`config.mk`:
```
export PLATFORM = sky130hd
export DESIGN_NAME = memory_bus_sram_port
export DESIGN_NICKNAME = d
export VERILOG_FILES = /design/src/rtl/memory_bus_pkg.sv /design/src/rtl/memory_bus_range_check.sv /design/src/rtl/memory_bus_sram_port.sv
export SDC_FILE = /design/constraint.sdc
export NUM_CORES = 1
export LEC_CHECK = 0
export BUFFER_PORTS_ARGS = -buffer_cell sky130_fd_sc_hd__clkbuf_2
export CAP_MARGIN = 20
export CORE_MARGIN = 8
export CORE_UTILIZATION = 44
export CTS_CLUSTER_SIZE = 24
export DETAILED_ROUTE_END_ITERATION = 10
export HOLD_SLACK_MARGIN = 0.05
export MAX_ROUTING_LAYER = met4
export PLACE_DENSITY = 0.77
export SYNTH_ARGS = -nofsm -noshare
export SYNTH_HDL_FRONTEND = slang
export SYNTH_SLANG_ARGS = --single-unit
```
`constraint.sdc`:
```
create_clock -name clock -period 2.4 [get_ports clock]
set_input_delay 0.48 -clock clock [delete_from_list [all_inputs] [get_ports clock]]
set_output_delay 0.48 -clock clock [all_outputs]
set_load 0.005 [all_outputs]
```
`src/rtl/memory_bus_pkg.sv`:
```
// Shared types and constants for the memory bus SRAM port.
// Build macro MEMORY_BUS_WRITE_PROTECT_EN turns on write protection of the low ROM region.
package memory_bus_pkg;

    localparam int BUS_DATA_WIDTH = 32;
    localparam int BUS_MASK_WIDTH = 4;
    localparam int REQ_ADDR_WIDTH = 32;

`ifdef MEMORY_BUS_WRITE_PROTECT_EN
    localparam bit WRITE_PROTECT_EN = 1'b1;
`else
    localparam bit WRITE_PROTECT_EN = 1'b0;
`endif

    typedef enum logic [2:0] {
        IDLE,
        ACCESS,
        CAPTURE,
        WAIT,
        RESPOND
    } state_t;

    typedef struct packed {
        logic [REQ_ADDR_WIDTH-1:0] address;
        logic [BUS_DATA_WIDTH-1:0] data;
        logic [BUS_MASK_WIDTH-1:0] mask;
        logic                      write;
    } request_t;

endpackage

```
`src/rtl/memory_bus_range_check.sv`:
```
// Combinational accept/reject decision for a bus request: out-of-range address, or a
// write into the protected low region when MEMORY_BUS_WRITE_PROTECT_EN is defined.
module memory_bus_range_check
    import memory_bus_pkg::*;
#(
    parameter int RAM_SIZE_WORDS = 2048,
    parameter int ROM_SIZE_WORDS = 256
) (
    input  logic [REQ_ADDR_WIDTH-1:0] address,
    input  logic                      write,
    output logic                      reject
);

    logic out_of_range;
    logic write_protected;

    assign out_of_range    = address >= REQ_ADDR_WIDTH'(RAM_SIZE_WORDS);
    assign write_protected = WRITE_PROTECT_EN && write
                             && (address < REQ_ADDR_WIDTH'(ROM_SIZE_WORDS));
    assign reject          = out_of_range || write_protected;

endmodule

```
`src/rtl/memory_bus_sram_port.sv`:
```
// Memory bus slave driving an external 1-cycle-latency block RAM, with wait states and
// error responses. Optional write protection via MEMORY_BUS_WRITE_PROTECT_EN.
module memory_bus_sram_port
    import memory_bus_pkg::*;
#(
    parameter int ADDRESS_SIZE   = 15,
    parameter int RAM_SIZE_WORDS = 2048,
    parameter int WAIT_STATES    = 0,
    parameter int ROM_SIZE_WORDS = 256
) (
    input  logic                              clock,
    input  logic                              reset,
    input  logic                              busValid,
    input  logic [ADDRESS_SIZE-1:0]           busAddress,
    input  logic                              busWriteEnable,
    input  logic [BUS_MASK_WIDTH-1:0]         busWriteMask,
    input  logic [BUS_DATA_WIDTH-1:0]         busDataWrite,
    output logic [BUS_DATA_WIDTH-1:0]         busDataRead,
    output logic                              busReady,
    output logic                              busError,
    output logic [$clog2(RAM_SIZE_WORDS)-1:0] ramAddress,
    output logic [BUS_DATA_WIDTH-1:0]         ramDataWrite,
    output logic [BUS_MASK_WIDTH-1:0]         ramWriteMask,
    output logic                              ramWriteEnable,
    output logic                              ramReadEnable,
    input  logic [BUS_DATA_WIDTH-1:0]         ramDataRead
);

    localparam int         RAM_ADDR_WIDTH = $clog2(RAM_SIZE_WORDS);
    localparam bit         HAS_WAIT       = WAIT_STATES > 0;
    localparam logic [3:0] WAIT_LAST      = 4'(WAIT_STATES - 1);

    state_t     state;
    state_t     next_state;
    request_t   req_q;
    request_t   req_d;
    logic [3:0] wait_q;
    logic [3:0] wait_d;
    logic       reject;

    // Request latches only load in IDLE, so they stay frozen for the whole transaction.
    always_comb begin
        req_d = req_q;
        if (state == IDLE && busValid) begin
            req_d.address = REQ_ADDR_WIDTH'(busAddress);
            req_d.data    = busDataWrite;
            req_d.mask    = busWriteMask;
            req_d.write   = busWriteEnable;
        end
    end

    memory_bus_range_check #(
        .RAM_SIZE_WORDS(RAM_SIZE_WORDS),
        .ROM_SIZE_WORDS(ROM_SIZE_WORDS)
    ) u_range_check (
        .address(req_d.address),
        .write  (req_d.write),
        .reject (reject)
    );

    // NOTE: every signal gets a default before the case, so no path can infer a latch.
    always_comb begin
        next_state = state;
        wait_d     = wait_q;
        unique case (state)
            IDLE: begin
                if (busValid) next_state = reject ? RESPOND : ACCESS;
            end
            ACCESS: begin
                if (req_q.write) next_state = HAS_WAIT ? WAIT : RESPOND;
                else             next_state = CAPTURE;
            end
            CAPTURE: next_state = HAS_WAIT ? WAIT : RESPOND;
            WAIT: begin
                if (wait_q == WAIT_LAST) begin
                    next_state = RESPOND;
                    wait_d     = '0;
                end else begin
                    wait_d = wait_q + 4'd1;
                end
            end
            RESPOND: next_state = IDLE;
            default: next_state = IDLE;
        endcase
    end

    // NOTE: sequential state uses non-blocking assignments so every flop samples pre-edge values.
    always_ff @(posedge clock or negedge reset) begin
        if (!reset) begin
            state  <= IDLE;
            wait_q <= '0;
            req_q  <= '0;
        end else begin
            state  <= next_state;
            wait_q <= wait_d;
            req_q  <= req_d;
        end
    end

    // Outputs are registered from the next-state decode so they line up with the state.
    always_ff @(posedge clock or negedge reset) begin
        if (!reset) begin
            ramReadEnable  <= 1'b0;
            ramWriteEnable <= 1'b0;
            ramAddress     <= '0;
            ramDataWrite   <= '0;
            ramWriteMask   <= '0;
            busReady       <= 1'b0;
            busError       <= 1'b0;
            busDataRead    <= '0;
        end else begin
            ramReadEnable  <= (next_state == ACCESS) && !req_d.write;
            ramWriteEnable <= (next_state == ACCESS) && req_d.write;
            if (next_state == ACCESS) begin
                ramAddress   <= req_d.address[RAM_ADDR_WIDTH-1:0];
                ramDataWrite <= req_d.data;
                ramWriteMask <= req_d.mask;
            end
            busReady <= (next_state == RESPOND);
            // A rejected request is the only path that goes straight from IDLE to RESPOND.
            busError <= (state == IDLE) && (next_state == RESPOND);
            if (state == CAPTURE) begin
                busDataRead <= ramDataRead;
            end else if (state == IDLE && next_state == RESPOND) begin
                busDataRead <= '0;
            end
        end
    end

endmodule

```
==> results of run 1 <==
==> power breakdown <==
part	internal, mW	switching [mW]	leakage [nW]
sequential	1.75	0.120	1.20
combinational	0.341	0.250	1.18
clock	0.482	0.518	0.0890
total	2.57	0.888	2.47
==> final cells by class <==
class,count,area [um^2],share of cell area
clock inverter,5,62.6,0.0134
tap,102,128,0.0273
sequential,91,2280,0.487
multi-input combinational,172,1150,0.247
clock buffer,10,128,0.0273
timing repair buffer,174,923,0.198
==> worst reg2reg max path, delay by kind of cell, from the launching register on <==
kind,cells,cell delay (ns)
simple gates,2,0.86
flops,1,0.47
buf+inv,1,0.32
compound gates,1,0.14
==> worst paths after layout <==
| kind | slack [ns] | end | startpoint |
|---|---|---|---|
| max | 0.48 | busDataRead[25] | state[1] |
| min | 0.09 | ramReadEnable | reset |
| max reg2reg | 0.48 | busDataRead[25] | state[1] |
| min reg2reg | 0.50 | ramAddress[9] | ramAddress[9] |
| max in group asynchronous | 1.65 | ramDataWrite[16] | reset |
| min in group clock | 0.31 | ramReadEnable | busWriteEnable |
==> synth_stat cells <==
cell	instances
o21ai_0	25
a311oi_1	1
and3_1	1
dfrtp_1	91
or2_2	2
xnor2_1	1
clkbuf_1	15
buf_4	1
buf_2	4
nor2_1	3
mux2_2	41
nor3b_1	2
nor4_1	1
mux2i_1	1
nand3_1	1
mux2_1	8
ha_1	1
or3b_2	1
a21oi_1	3
nor2b_1	1
a41oi_1	1
nor4b_4	1
and4b_1	1
o21ai_1	7
and3b_1	1
nand2_1	68
==> per-stage QoR <==
stage / hold WS, ns / std cells / util
2_1_floorplan: 0.184 / 283 / -
3_3_place_gp: 0.476 / 539 / 0.580
3_5_place_dp: 0.483 / 539 / 0.580
4_1_cts: 0.0930 / 554 / 0.605
5_1_grt: 0.125 / 554 / 0.605
6_report: 0.0947 / 554 / 0.605
==> sequential cells by signal, indices dropped and copies added, names as in the netlist <==
name            count
busDataRead        32
busError            1
busReady            1
ramAddress         11
ramDataWrite       32
ramReadEnable       1
ramWriteEnable      1
ramWriteMask        4
req_q               1
state               3
wait_q              4
==> logic make-up after synthesis <==
logic type / Yosys count / share of synthesized area
DFF: 91 / 0.650
and+or+nand+nor: 83 / 0.105
muxes: 50 / 0.160
AOI/OAI and AO/OA: 37 / 0.0550
buffers and inverters: 20 / 0.0239
xor gates and xnor gates: 1 / 0.00250
adders and majority gates: 1 / 0.00357
==> routing by layer <==
metal | track usage | up-vias | wire (um)
li1 | - | 1272 | -
met5 | - | - | 0
met4 | 0.0581 | 0 | 76
met3 | 0.0658 | 8 | 873
met1 | 0.194 | 1307 | 3890
met2 | 0.253 | 134 | 4040
==> results.json, run 1 <==
{
  "post_cts_buffers": 0,
  "die_area_um2": 11100,
  "max_freq_mhz": 521,
  "mostFrequentLayoutCells": "168 x clkbuf_2, 91 x dfrtp_1, 67 x nand2_1",
  "antenna_cells": 0,
  "power_density_nw_per_um2": 740,
  "ys_ff_latch": 91,
  "max_slew_margin": 0.560,
  "syn_area_per_cell_um2": 12.4,
  "tritoncts": "yes",
  "pre_cts_slack_ns": 0.406,
  "synthCells": 283,
  "finalHoldViolCount": 0,
  "slowest_stage": "dfrtp_1",
  "numClockSinks": 91,
  "worst_clock_skew_ns": 0.00851,
  "die_y_um": 105,
  "hp-class": "in -> async",
  "start_util": 0.454,
  "slowest_delay_ns": 0.47,
  "worstSetupPathType": "reg -> reg",
  "final_layout_size_suffix_gt1_frac": 0.522,
  "core_um2": 7730,
  "worstSetupStartpointType": "flip-flop",
  "vdd_drop_max_v": 0.000398,
  "arrival_ns": 2.12,
  "die_x_um": 105,
  "cpLargestDelayFamily": "simple AND/OR/NAND/NOR gates",
  "finalSetupViolations": 0,
  "cts.htree.levels": 3,
  "firstDrtPassIters": 4,
  "antenna_found_initial": 0,
  "cts.path.max_buffers": 2,
  "ant_nets": 0,
  "worstSetupEndpointType": "flip-flop",
  "rsz0062_at_grt": "no",
  "cap_violations": 0,
  "syn_to_final_growth_pct": 33.3,
  "p_leak_nw": 2.47,
  "grt_overflow_total": 0,
  "drtIter0Drc": 40,
  "worstMarginPinSlew_ns": 0.658,
  "grt.total_usage": 0.165,
  "row_count": 32,
  "yosys_warnings": 0,
  "syn_nets": 371,
  "min_period_over_period": 0.799,
  "yosys-top-cells-area": "dfrtp_1 65%, mux2_2 13%, nand2_1 7.3%",
  "worstSkewPairLatency_ns": 0.35,
  "path_depth": 4,
  "cts-buffers-inserted": 9,
  "avgRoutedWirePerCell_um": 16.0,
  "netlist.top_cell.by_area": "dfrtp_1",
  "yosysUniqueCellTypes": 26,
  "cp_cell_sequence": "nor4b_4 > nor2b_2 > buf_4 > o21ai_0",
  "grt_first_pass_wirelength_um": 14600,
  "vias": 2721,
  "final_area_um2": 4670,
  "io_buffer_count": 169,
  "cp_max_fo": 24,
  "wirelength_um": 8880,
  "finalMaxSlewViolations": 0,
  "tns_ns": 0,
  "finalPower_mw": 3.46,
  "via_per_inst": 4.91,
  "crit_buf_inv": 1,
  "fin_ws_ns": 0.482,
  "mostFrequentLayoutCell": "clkbuf_2",
  "reg2regPathDepth": 4,
  "finalNetCount": 536,
  "drc": 0,
  "synth_top_area_frac": 0.650,
  "grt_start_max_net_pins": 55,
  "period_needed_ns": 1.92,
  "ys_seq_area_frac": 0.650,
  "cts_hold_buffers": 0,
  "dp_hpwl_um": 6950,
  "ios": 170,
  "nFillCells": 643,
  "synth.cell_area_um2": 3510,
  "cp_data_required_time_ns": 2.60,
  "cts-root-buf": "clkbuf_8",
  "placed_area_um2": 4480,
  "status": "completed",
  "path_clk_slew_ns": 0.09,
  "ctsResizeCount": 0,
  "grt_pass1_vias": 3052,
  "globalplace.congestion": 0.757
}
Power figures use the tool's default switching activity.
==> run 2, diff against run 1 <==
- clock period: 2.4 -> 1.84 ns (I/O delays scaled with it)
==> run 2 against run 1 <==
  * Combinational power up 31%
  * Clock power up 55%
  * Cell area up 0.86%
  * Die area unchanged
  * Utilization up 0.52 points
  * Clock skew down 0.00054 ns
  * Count of clock-buffer cells in the layout unchanged
  * Register-to-register slack worse by 0.27 ns
  * Routed wire length down 0.92%
  * Critical path type unchanged
  * Sequential power up 30%
  * Setup slack worse by 0.27 ns
  * Hold slack worse by 0.032 ns
==> results.json, run 2 (synthesis gave the netlist of run 1 again) <==
{
  "cts-root-buf": "clkbuf_8",
  "final_layout_size_suffix_gt1_frac": 0.522,
  "cts-buffers-inserted": 9,
  "rsz0062_at_grt": "no",
  "tns_ns": 0,
  "finalMaxSlewViolations": 0,
  "drc": 0,
  "numClockSinks": 91,
  "cp_cell_sequence": "or3b_2 > nand2_1 > o21ai_0",
  "r2r_slack_ns": 0.21,
  "antenna_found_initial": 0,
  "grt_pass1_vias": 3027,
  "die_y_um": 105,
  "worstSetupEndpointType": "flip-flop",
  "start_util": 0.454,
  "die_x_um": 105,
  "holdWs_ns": 0.0631,
  "path_clk_slew_ns": 0.09,
  "nFillCells": 650,
  "cp-startpoint": "state[0]",
  "vias": 2678,
  "cp_data_required_time_ns": 2.05,
  "mostFrequentLayoutCells": "168 x clkbuf_2, 91 x dfrtp_1, 67 x nand2_1",
  "status": "completed",
  "mostFrequentLayoutCell": "clkbuf_2",
  "worstSkewPairLatency_ns": 0.34,
  "ios": 170,
  "antenna_cells": 0,
  "pre_cts_slack_ns": 0.197,
  "wirelength_um": 8800,
  "die_area_um2": 11100,
  "finalHoldViolCount": 0,
  "worstSetupStartpointType": "flip-flop",
  "max_freq_mhz": 613,
  "worst_r2r_startpoint": "state[0]",
  "ctsResizeCount": 0,
  "row_count": 32,
  "period_needed_ns": 1.63,
  "min_period_over_period": 0.886,
  "cts.htree.levels": 3,
  "cts_hold_buffers": 0,
  "cap_violations": 0,
  "tritoncts": "yes",
  "globalplace.congestion": 0.755,
  "ant_nets": 0,
  "max_slew_margin": 0.573,
  "reg2regPathDepth": 3,
  "post_cts_buffers": 0,
  "syn_to_final_growth_pct": 34.4,
  "io_buffer_count": 169,
  "cp_max_fo": 32,
  "dp_hpwl_um": 6620,
  "final_area_um2": 4710,
  "placed_area_um2": 4480,
  "slowest_delay_ns": 0.78,
  "worstSetupEndpoint": "busDataRead[9]",
  "core_um2": 7730,
  "drtIter0Drc": 47,
  "fin_ws_ns": 0.210,
  "cts.path.max_buffers": 2,
  "finalNetCount": 536,
  "worstMarginPinSlew_ns": 0.640,
  "grt.total_usage": 0.163,
  "largestRegisters": "busDataRead (32), ramDataWrite (32), ramAddress (11)",
  "slowest_stage": "or3b_2",
  "finalSetupViolations": 0,
  "arrival_ns": 1.85,
  "vdd_drop_max_v": 0.000647,
  "grt_overflow_total": 0,
  "fin_util": 0.610,
  "grt_start_max_net_pins": 92,
  "power_density_nw_per_um2": 1010,
  "grt_first_pass_wirelength_um": 14400,
  "p_leak_nw": 2.49,
  "worstSetupPathType": "reg -> reg",
  "hp-class": "in -> async",
  "firstDrtPassIters": 4,
  "via_per_inst": 4.83,
  "worst_clock_skew_ns": 0.00797,
  "timing.rr.end": "busDataRead[9]",
  "avgRoutedWirePerCell_um": 15.9
}
[run 2: where the power goes]
part / switching [mW] / leakage (nW) / total (mW) / internal (mW)
registers: 0.155 / 1.20 / 2.43 / 2.28
logic: 0.327 / 1.18 / 0.777 / 0.450
clock network: 0.661 / 0.112 / 1.55 / 0.894
total: 1.14 / 2.49 / 4.77 / 3.62
[run 2: routing by layer]
metal | GRT usage | vias to the layer above | part of all wire
met5 | - | - | 0
met4 | 0.0632 | 0 | 0.013
met3 | 0.0664 | 9 | 0.11
met2 | 0.237 | 138 | 0.43
met1 | 0.199 | 1263 | 0.45
li1 | - | 1268 | -
[run 2: critical path: cells and delay by family, from the launching register on]
family,cells,cell delay (ns)
flops,1,0.47
simple gates,2,0.93
compound gates,1,0.09
[run 2: stage by stage]
stage	cells	power, mW
4_1_cts	554	4.84
6_report	554	4.77
3_3_place_gp	539	3.23
3_5_place_dp	539	3.27
5_1_grt	554	5.01
2_1_floorplan	283	2.75
[run 2: layout make-up]
| cell class | count | area [um^2] | share of cell area |
|---|---|---|---|
| clock buffer | 10 | 128 | 0.0271 |
| multi-input combinational | 172 | 1150 | 0.245 |
| timing repair buffer | 174 | 923 | 0.196 |
| sequential | 91 | 2280 | 0.483 |
| clock inverter | 5 | 103 | 0.0218 |
| tap | 102 | 128 | 0.0271 |
[run 2: worst min path at each step]
stage                     start              end  slack (ns)
after floorplan           reset   busDataRead[0]        0.07
after global placement    reset  busDataRead[22]        0.44
after detailed placement  reset  busDataRead[22]        0.45
after CTS                 reset  busDataRead[22]        0.07
after global routing      reset    ramAddress[5]         0.1
final                     reset  busDataRead[22]        0.06
==> run 3, diff against run 2 <==
- MAX_ROUTING_LAYER: met4 -> default
==> run 3 against run 2 <==
  * Critical path depth stayed put
  * Sequential share of layout area stayed put
  * Clock power hardly changed
  * Via count is 0.22% higher
  * Non-clock buffer count stayed put
  * Die area stayed put
  * Power is 0.13% lower
  * First-iteration DRC count is 2.1% lower
  * Largest power group unchanged
==> results.json, run 3 (synthesis gave the netlist of run 1 again) <==
{
  "cts-buffers-inserted": 9,
  "max_slew_margin": 0.572,
  "firstDrtPassIters": 4,
  "largestRegisters": "busDataRead (32), ramDataWrite (32), ramAddress (11)",
  "nFillCells": 650,
  "avgRoutedWirePerCell_um": 15.8,
  "rsz0062_at_grt": "no",
  "ios": 170,
  "cp_max_fo": 32,
  "min_period_over_period": 0.886,
  "mostFrequentLayoutCells": "168 x clkbuf_2, 91 x dfrtp_1, 67 x nand2_1",
  "vias": 2684,
  "via_per_inst": 4.84,
  "worstSetupPathType": "reg -> reg",
  "cp_data_required_time_ns": 2.06,
  "post-place-cells": 539,
  "arrival_ns": 1.85,
  "numClockSinks": 91,
  "grt_start_max_net_pins": 92,
  "reg2regPathDepth": 3,
  "final_layout_size_suffix_gt1_frac": 0.522,
  "max_freq_mhz": 614,
  "antenna_cells": 0,
  "grt.total_usage": 0.158,
  "die_x_um": 105,
  "row_count": 32,
  "dp_hpwl_um": 6620,
  "worstSkewPairLatency_ns": 0.34,
  "p_leak_nw": 2.49,
  "die_area_um2": 11100,
  "hp-class": "in -> async",
  "r2r_slack_ns": 0.21,
  "period_needed_ns": 1.63,
  "final_cells": 554,
  "cts_hold_buffers": 0,
  "grt_overflow_total": 0,
  "finalNetCount": 536,
  "finalSetupViolations": 0,
  "cap_violations": 0,
  "worstSetupEndpointType": "flip-flop",
  "cts.path.max_buffers": 2,
  "finalMaxSlewViolations": 0,
  "cts-root-buf": "clkbuf_8",
  "ant_nets": 0,
  "grt_first_pass_wirelength_um": 14500,
  "worstSetupStartpointType": "flip-flop",
  "globalplace.congestion": 0.746,
  "core_um2": 7730,
  "worst_r2r_startpoint": "state[0]",
  "status": "completed",
  "drc": 0,
  "wirelength_um": 8770,
  "grt_pass1_vias": 3013,
  "io_buffer_count": 169,
  "mostFrequentLayoutCell": "clkbuf_2",
  "vdd_drop_max_v": 0.000647,
  "finalHoldViolCount": 0,
  "die_y_um": 105,
  "tritoncts": "yes",
  "syn_to_final_growth_pct": 34.4,
  "drtIter0Drc": 46,
  "power_density_nw_per_um2": 1010,
  "worst_clock_skew_ns": 0.00546,
  "timing.rr.end": "busDataRead[2]",
  "ctsResizeCount": 0,
  "cts.htree.levels": 3,
  "worstMarginPinSlew_ns": 0.641,
  "tns_ns": 0,
  "post_cts_buffers": 0,
  "start_util": 0.454,
  "path_clk_slew_ns": 0.09,
  "antenna_found_initial": 0
}
run 3: worst max-delay path, stage by stage, from the launching register on:
cell	delay [ns]
dfrtp_1	0.47
or3b_2	0.78
nand2_1	0.15
o21ai_0	0.09
run 3: worst max-delay path by stage:
stage / from / end / depth (start not counted)
global placement: busAddress[13] / ramAddress[9] / 6
CTS: state[1] / ramAddress[8] / 4
finish: state[0] / busDataRead[2] / 3
detailed placement: state[1] / ramAddress[7] / 4
floorplan: state[1] / ramAddress[2] / 6
global route: state[0] / busDataRead[9] / 3
run 3: where the power goes:
part	internal, mW	leakage (nW)	switching [mW]	total [mW]
registers	2.28	1.20	0.156	2.43
clock network	0.894	0.112	0.658	1.55
logic	0.450	1.18	0.324	0.774
total	3.62	2.49	1.14	4.76
run 3: area by class of cell:
class | instances | area (um^2) | area share
timing repair buffer | 174 | 923 | 0.196
tap | 102 | 128 | 0.0271
multi-input combinational | 172 | 1150 | 0.245
sequential | 91 | 2280 | 0.483
clock inverter | 5 | 103 | 0.0218
clock buffer | 10 | 128 | 0.0271
run 3: layer usage:
layer  track usage  up-vias  part of all wire
met5             0        -                 0
met4        0.0632        0             0.012
met3        0.0932        7              0.14
met2         0.237      135              0.44
met1         0.180     1274              0.41
li1              -     1268                 -
run 3: metrics by stage:
step / setup WS (ns) / cell area (um^2) / util / hold WS (ns) / power [mW]
2_1_floorplan: 0.131 / 3510 / - / 0.0724 / 2.75
3_3_place_gp: 0.194 / 4480 / 0.580 / 0.444 / 3.23
3_5_place_dp: 0.197 / 4480 / 0.580 / 0.451 / 3.27
4_1_cts: 0.196 / 4710 / 0.610 / 0.0695 / 4.84
5_1_grt: 0.0916 / 4710 / 0.610 / 0.0997 / 5.00
6_report: 0.210 / 4710 / 0.610 / 0.0726 / 4.76
